File: src/rtl/seq_div8b_pkg.sv
// Shared types and constants for the sequential restoring divider.
package seq_div8b_pkg;

  typedef enum logic [1:0] {
    IDLE = 2'b00,
    RUN  = 2'b01,
    DONE = 2'b10
  } state_e;

  localparam int W = 8;
  localparam int CNT_W = 4;
  localparam logic [7:0] DZ_QUOT = 8'hFF;

endpackage

File: src/rtl/seq_div8b_sub9b.sv
// Trial subtractor: difference plus borrow-out of two unsigned values.
module sub9b #(
  parameter int N = 9
) (
  input  logic [N-1:0] a,
  input  logic [N-1:0] b,
  output logic [N-1:0] d,
  output logic         bout
);

  assign {bout, d} = {1'b0, a} - {1'b0, b};

endmodule

File: src/rtl/seq_div8b.sv
// Unsigned restoring divider: one quotient bit per RUN cycle.
module seq_div8b #(
  parameter int W = 8
) (
  input  logic         clk,
  input  logic         rst_n,
  input  logic         start,
  input  logic [W-1:0] dividend,
  input  logic [W-1:0] divisor,
  output logic         busy,
  output logic         done,
  output logic [W-1:0] quotient,
  output logic [W-1:0] remainder,
  output logic         div_by_zero
);

  import seq_div8b_pkg::*;

  state_e state, state_nx;

  logic [W-1:0] dvd;
  logic [W-1:0] dvs;
  logic [W-1:0] prem;
  logic [W-1:0] qacc;
  logic [CNT_W-1:0] cnt;

  logic [W:0] trial;
  logic [W:0] diff;
  logic [W:0] rem_nx;
  logic       bout;
  logic       qbit;
  logic       accept;
  logic       last;
  logic       unused;

  assign trial = {prem, dvd[W-1]};

  sub9b #(.N(W+1)) u_sub (
    .a    (trial),
    .b    ({1'b0, dvs}),
    .d    (diff),
    .bout (bout)
  );

  // Restore on borrow; the kept remainder always fits in W bits.
  assign rem_nx = bout ? trial : diff;
  assign unused = rem_nx[W];
  assign qbit   = ~bout;

  assign busy   = (state == RUN);
  assign done   = (state == DONE);
  assign accept = start && (state != RUN);
  assign last   = (state == RUN) && (cnt == CNT_W'(W-1));

  always_ff @(posedge clk or negedge rst_n) begin
    if (!rst_n) state <= IDLE;
    else        state <= state_nx;
  end

  always_comb begin
    state_nx = state;
    unique case (state)
      IDLE, DONE: begin
        if (start)
          state_nx = (divisor == '0) ? DONE : RUN;
        else
          state_nx = IDLE;
      end
      RUN:     if (last) state_nx = DONE;
      default: state_nx = IDLE;
    endcase
  end

  always_ff @(posedge clk or negedge rst_n) begin
    if (!rst_n) begin
      dvd         <= '0;
      dvs         <= '0;
      prem        <= '0;
      qacc        <= '0;
      cnt         <= '0;
      quotient    <= '0;
      remainder   <= '0;
      div_by_zero <= 1'b0;
    end else if (accept) begin
      dvd  <= dividend;
      dvs  <= divisor;
      prem <= '0;
      qacc <= '0;
      cnt  <= '0;
      if (divisor == '0) begin
        quotient    <= W'(DZ_QUOT);
        remainder   <= dividend;
        div_by_zero <= 1'b1;
      end else begin
        div_by_zero <= 1'b0;
      end
    end else if (state == RUN) begin
      dvd  <= {dvd[W-2:0], 1'b0};
      prem <= rem_nx[W-1:0];
      qacc <= {qacc[W-2:0], qbit};
      if (last) begin
        quotient  <= {qacc[W-2:0], qbit};
        remainder <= rem_nx[W-1:0];
      end else begin
        cnt <= cnt + 1'b1;
      end
    end
  end

endmodule

File: config.mk
export PLATFORM = sky130hd
export DESIGN_NAME = seq_div8b
export DESIGN_NICKNAME = d
export VERILOG_FILES = /design/src/rtl/seq_div8b_pkg.sv /design/src/rtl/seq_div8b_sub9b.sv /design/src/rtl/seq_div8b.sv
export SDC_FILE = /design/constraint.sdc
export NUM_CORES = 1
export LEC_CHECK = 0
export CORE_AREA = 2 2 82 84
export DETAILED_ROUTE_END_ITERATION = 7
export DIE_AREA = 0 0 84 86
export GPL_TIMING_DRIVEN = 0
export PLACE_DENSITY = 0.69
export SYNTH_ARGS = -nofsm -noshare
export SYNTH_HDL_FRONTEND = slang
export SYNTH_SLANG_ARGS = --single-unit
File: constraint.sdc
create_clock -name clk -period 1.85 [get_ports clk]
set_input_delay 0.4625 -clock clk [delete_from_list [all_inputs] [get_ports clk]]
set_output_delay 0.4625 -clock clk [all_outputs]
set_load 0.01 [all_outputs]
==> results of run 1 <==
==> flip-flops by register name (all words and copies together), names as in the netlist <==
register	flops
remainder	8
dvd	8
div_by_zero	1
prem	8
state	2
qacc	7
cnt	4
quotient	8
dvs	8
==> path summary, 6_finish.rpt <==
kind	startpoint	endpoint	slack, ns	cells after the start
min	rst_n	quotient[4]	0.18	1
min reg2reg	dvd[2]	dvd[3]	0.49	2
max reg2reg	prem[1]	remainder[4]	-0.12	7
max in group asynchronous	rst_n	prem[3]	1.07	2
min in group clk	divisor[5]	dvs[5]	0.49	2
max	prem[1]	remainder[4]	-0.12	7
==> power groups by stage <==
stage               Clock, µW  Combinational (µW)  Sequential (µW)
floorplan                   0                2720             2120
detailed placement          0                3820             2150
global route             1030                5610             2230
CTS                       982                4580             2140
global placement            0                3740             2130
finish                    971                5190             2160
==> cells by family after synthesis <==
group,Yosys count,synth area share
buffers and inverters,30,0.0455
adders and majority gates,10,0.0472
xor gates and xnor gates,4,0.0125
and+or+nand+nor,79,0.137
DFF,54,0.481
muxes,17,0.0642
AOI/OAI and AO/OA,89,0.213
==> layout by cell type (no fill, tap or decap), drive strengths merged, types with 3 or more instances in the layout <==
master	n
clkbuf	17
a21o	4
ha	9
dfrtp	54
a31oi	11
mux2	8
buf	31
nor2	10
o22a	7
mux2i	9
a32o	3
nor2b	4
nand2	33
inv	14
o31ai	6
o21ai	26
nand4	3
a21oi	15
nor3	6
nand2b	3
nand3	10
o22ai	7
clkdlybuf4s50	31
==> routing by layer <==
metal / routed length, µm / track usage / vias to the layer above
met3: 398 / 0.0308 / 6
met4: 51 / 0.0396 / 0
met2: 3820 / 0.355 / 84
li1: - / - / 1161
met1: 3350 / 0.283 / 1225
met5: 0 / 0 / -
==> critical path, cell delays in order (launching register included) <==
cell and delay (ns):
dfrtp_1 0.44, ha_4 0.18, or2_4 0.25, o221a_4 0.23
o31a_1 0.25, buf_6 0.15, o21ai_1 0.21, a31oi_1 0.12
==> area by class of cell <==
type	count	area [µm²]
Buffer	14	82.6
Clock buffer	6	82.6
Clock inverter	2	60.1
Fill cell	509	2380
Inverter	14	52.6
Multi-Input combinational cell	199	1580
Sequential cell	54	1350
Tap cell	77	96.3
Timing Repair Buffer	62	584
==> stage by stage <==
step                      utilization  setup TNS [ns]  total power [µW]
after floorplan                     -         -0.0577              4840
after global placement          0.523          -87.91              5870
after detailed placement        0.525          -14.83              5980
after CTS                       0.596          -0.999              7700
after global routing            0.620           -2.24              8870
final                           0.620           -1.17              8320
==> timing repair <==
item                       4_1_cts  5_1_grt
setup buffers                   15        9
setup endpoints to repair       27       26
gates resized for setup         44       24
gates cloned                     1        0
pin swaps                       23       17
hold buffers                     0        0
==> results_dict.tcl, run 1 <==
set metrics [dict create \
    violations "setup timing" \
    finalNonFillerCells 428 \
    cts_sinks 54 \
    fin_crit_ns 1.97 \
    p_leak_uw 0.00167 \
    cell_internal_pwr_uw 4870 \
    ys_ff_latch 54 \
    start_util 0.447 \
    clk_latency_ns 0.31 \
    vias_per_cell 5.79 \
    synth_ff_type "dfrtp_1" \
    setup_viol 17 \
    pre_cts_ws_ns -0.839 \
    grt_pass1_wl_um 12000 \
    async_flop_share 1.00 \
    cts_buffers 5 \
    netlist_area_um2 2810 \
    cp-start-kind "register" \
    netSwitchingPower_uw 3450 \
    period_share 1.07 \
    diodes 0 \
    synth.area.top_cells "dfrtp_1 48%, o21ai_0 4.3%, nand2_1 4.3%" \
    wl_per_cell_um 17.8 \
    setup_ws_ns -0.124 \
    yosys.area.top_type "dfrtp_1" \
    h-tree-depth 2 \
    cp.arrival_ns 2.13 \
    syn-num-nets 312 \
    drive_above_1_share 0.274 \
    grt_max_degree 31 \
    postLayoutCellArea_um2 3890 \
    area_growth_pct 38.7 \
    place_inst 397 \
    dieArea_um2 7220 \
    synth_commonest_cells "54 x dfrtp_1, 32 x nand2_1, 24 x o21ai_0, 15 x a21oi_1, 13 x inv_1" \
    clockRootBuffer "clkbuf_8" \
    core-area_um2 6280 \
    place_area_um2 3300 \
    clkPwrFrac 0.117 \
    routabilityCongestion 0.817 \
    slew_violations 0 \
    p_seq_frac 0.259 \
    grt_use_total 0.207 \
    max_freq_mhz 507 \
    switching_share 0.415 \
    cp-end-kind "register" \
    maxCapViolCount 0 \
    synth_most_common_cell "dfrtp_1" \
    dr.pass1.iters 5 \
    avgSynthCellArea_um2 9.92 \
    clkTransAtPathRegs_ns 0.10 \
    hold_viol_final 0 \
    ioPinCount 38 \
    max_slew_margin 0.545 \
    rsz0062_at_grt "true" \
    p_per_area_nw_per_um2 2140 \
    drc_errors 0 \
    grt_pass1_vias 2332 \
    synthCells 283 \
    portBuffers 36 \
    postRouteAntennaNets 0 \
    ys_types 51 \
    nNetsFinal 379 \
    yosys_warnings 0 \
    ir_drop_mv 1.27 \
    worstMarginPinSlew_ns 0.683 \
    required_ns 2.01 \
    synth-seq-area-share 0.481 \
    grt_overflow 0 \
    hpwlAfterDp_um 4910 \
    die_y_um 86 \
    antenna_found_initial 0 \
    vias 2476 \
    die_x_um 84 \
    initialDrtViolationCount 223 \
    path_class "register to register" \
    cts_tree "done" \
    status "complete, but fails checks" \
    hold_path.class "input pin to async pin" \
    totalWireLength_um 7620 \
    cts_max_path_buffers 2 \
    finClkSkew_ns 0.00745 \
    crit_fanout 10 \
    synth-edff-count 0 \
    yosysTopAreaCellShare 0.481 \
    hold-worst-slack_ns 0.182 \
    p_comb_frac 0.624 \
    num_rows 29 \
]
Power figures use the tool's default switching activity.
==> run 2, diff against run 1 <==
CAP_MARGIN = 15   (was default)
SLEW_MARGIN = 0   (was default)
==> results of run 2 <==
No change in the layout: final DEF, timing and power equal those of run 1.
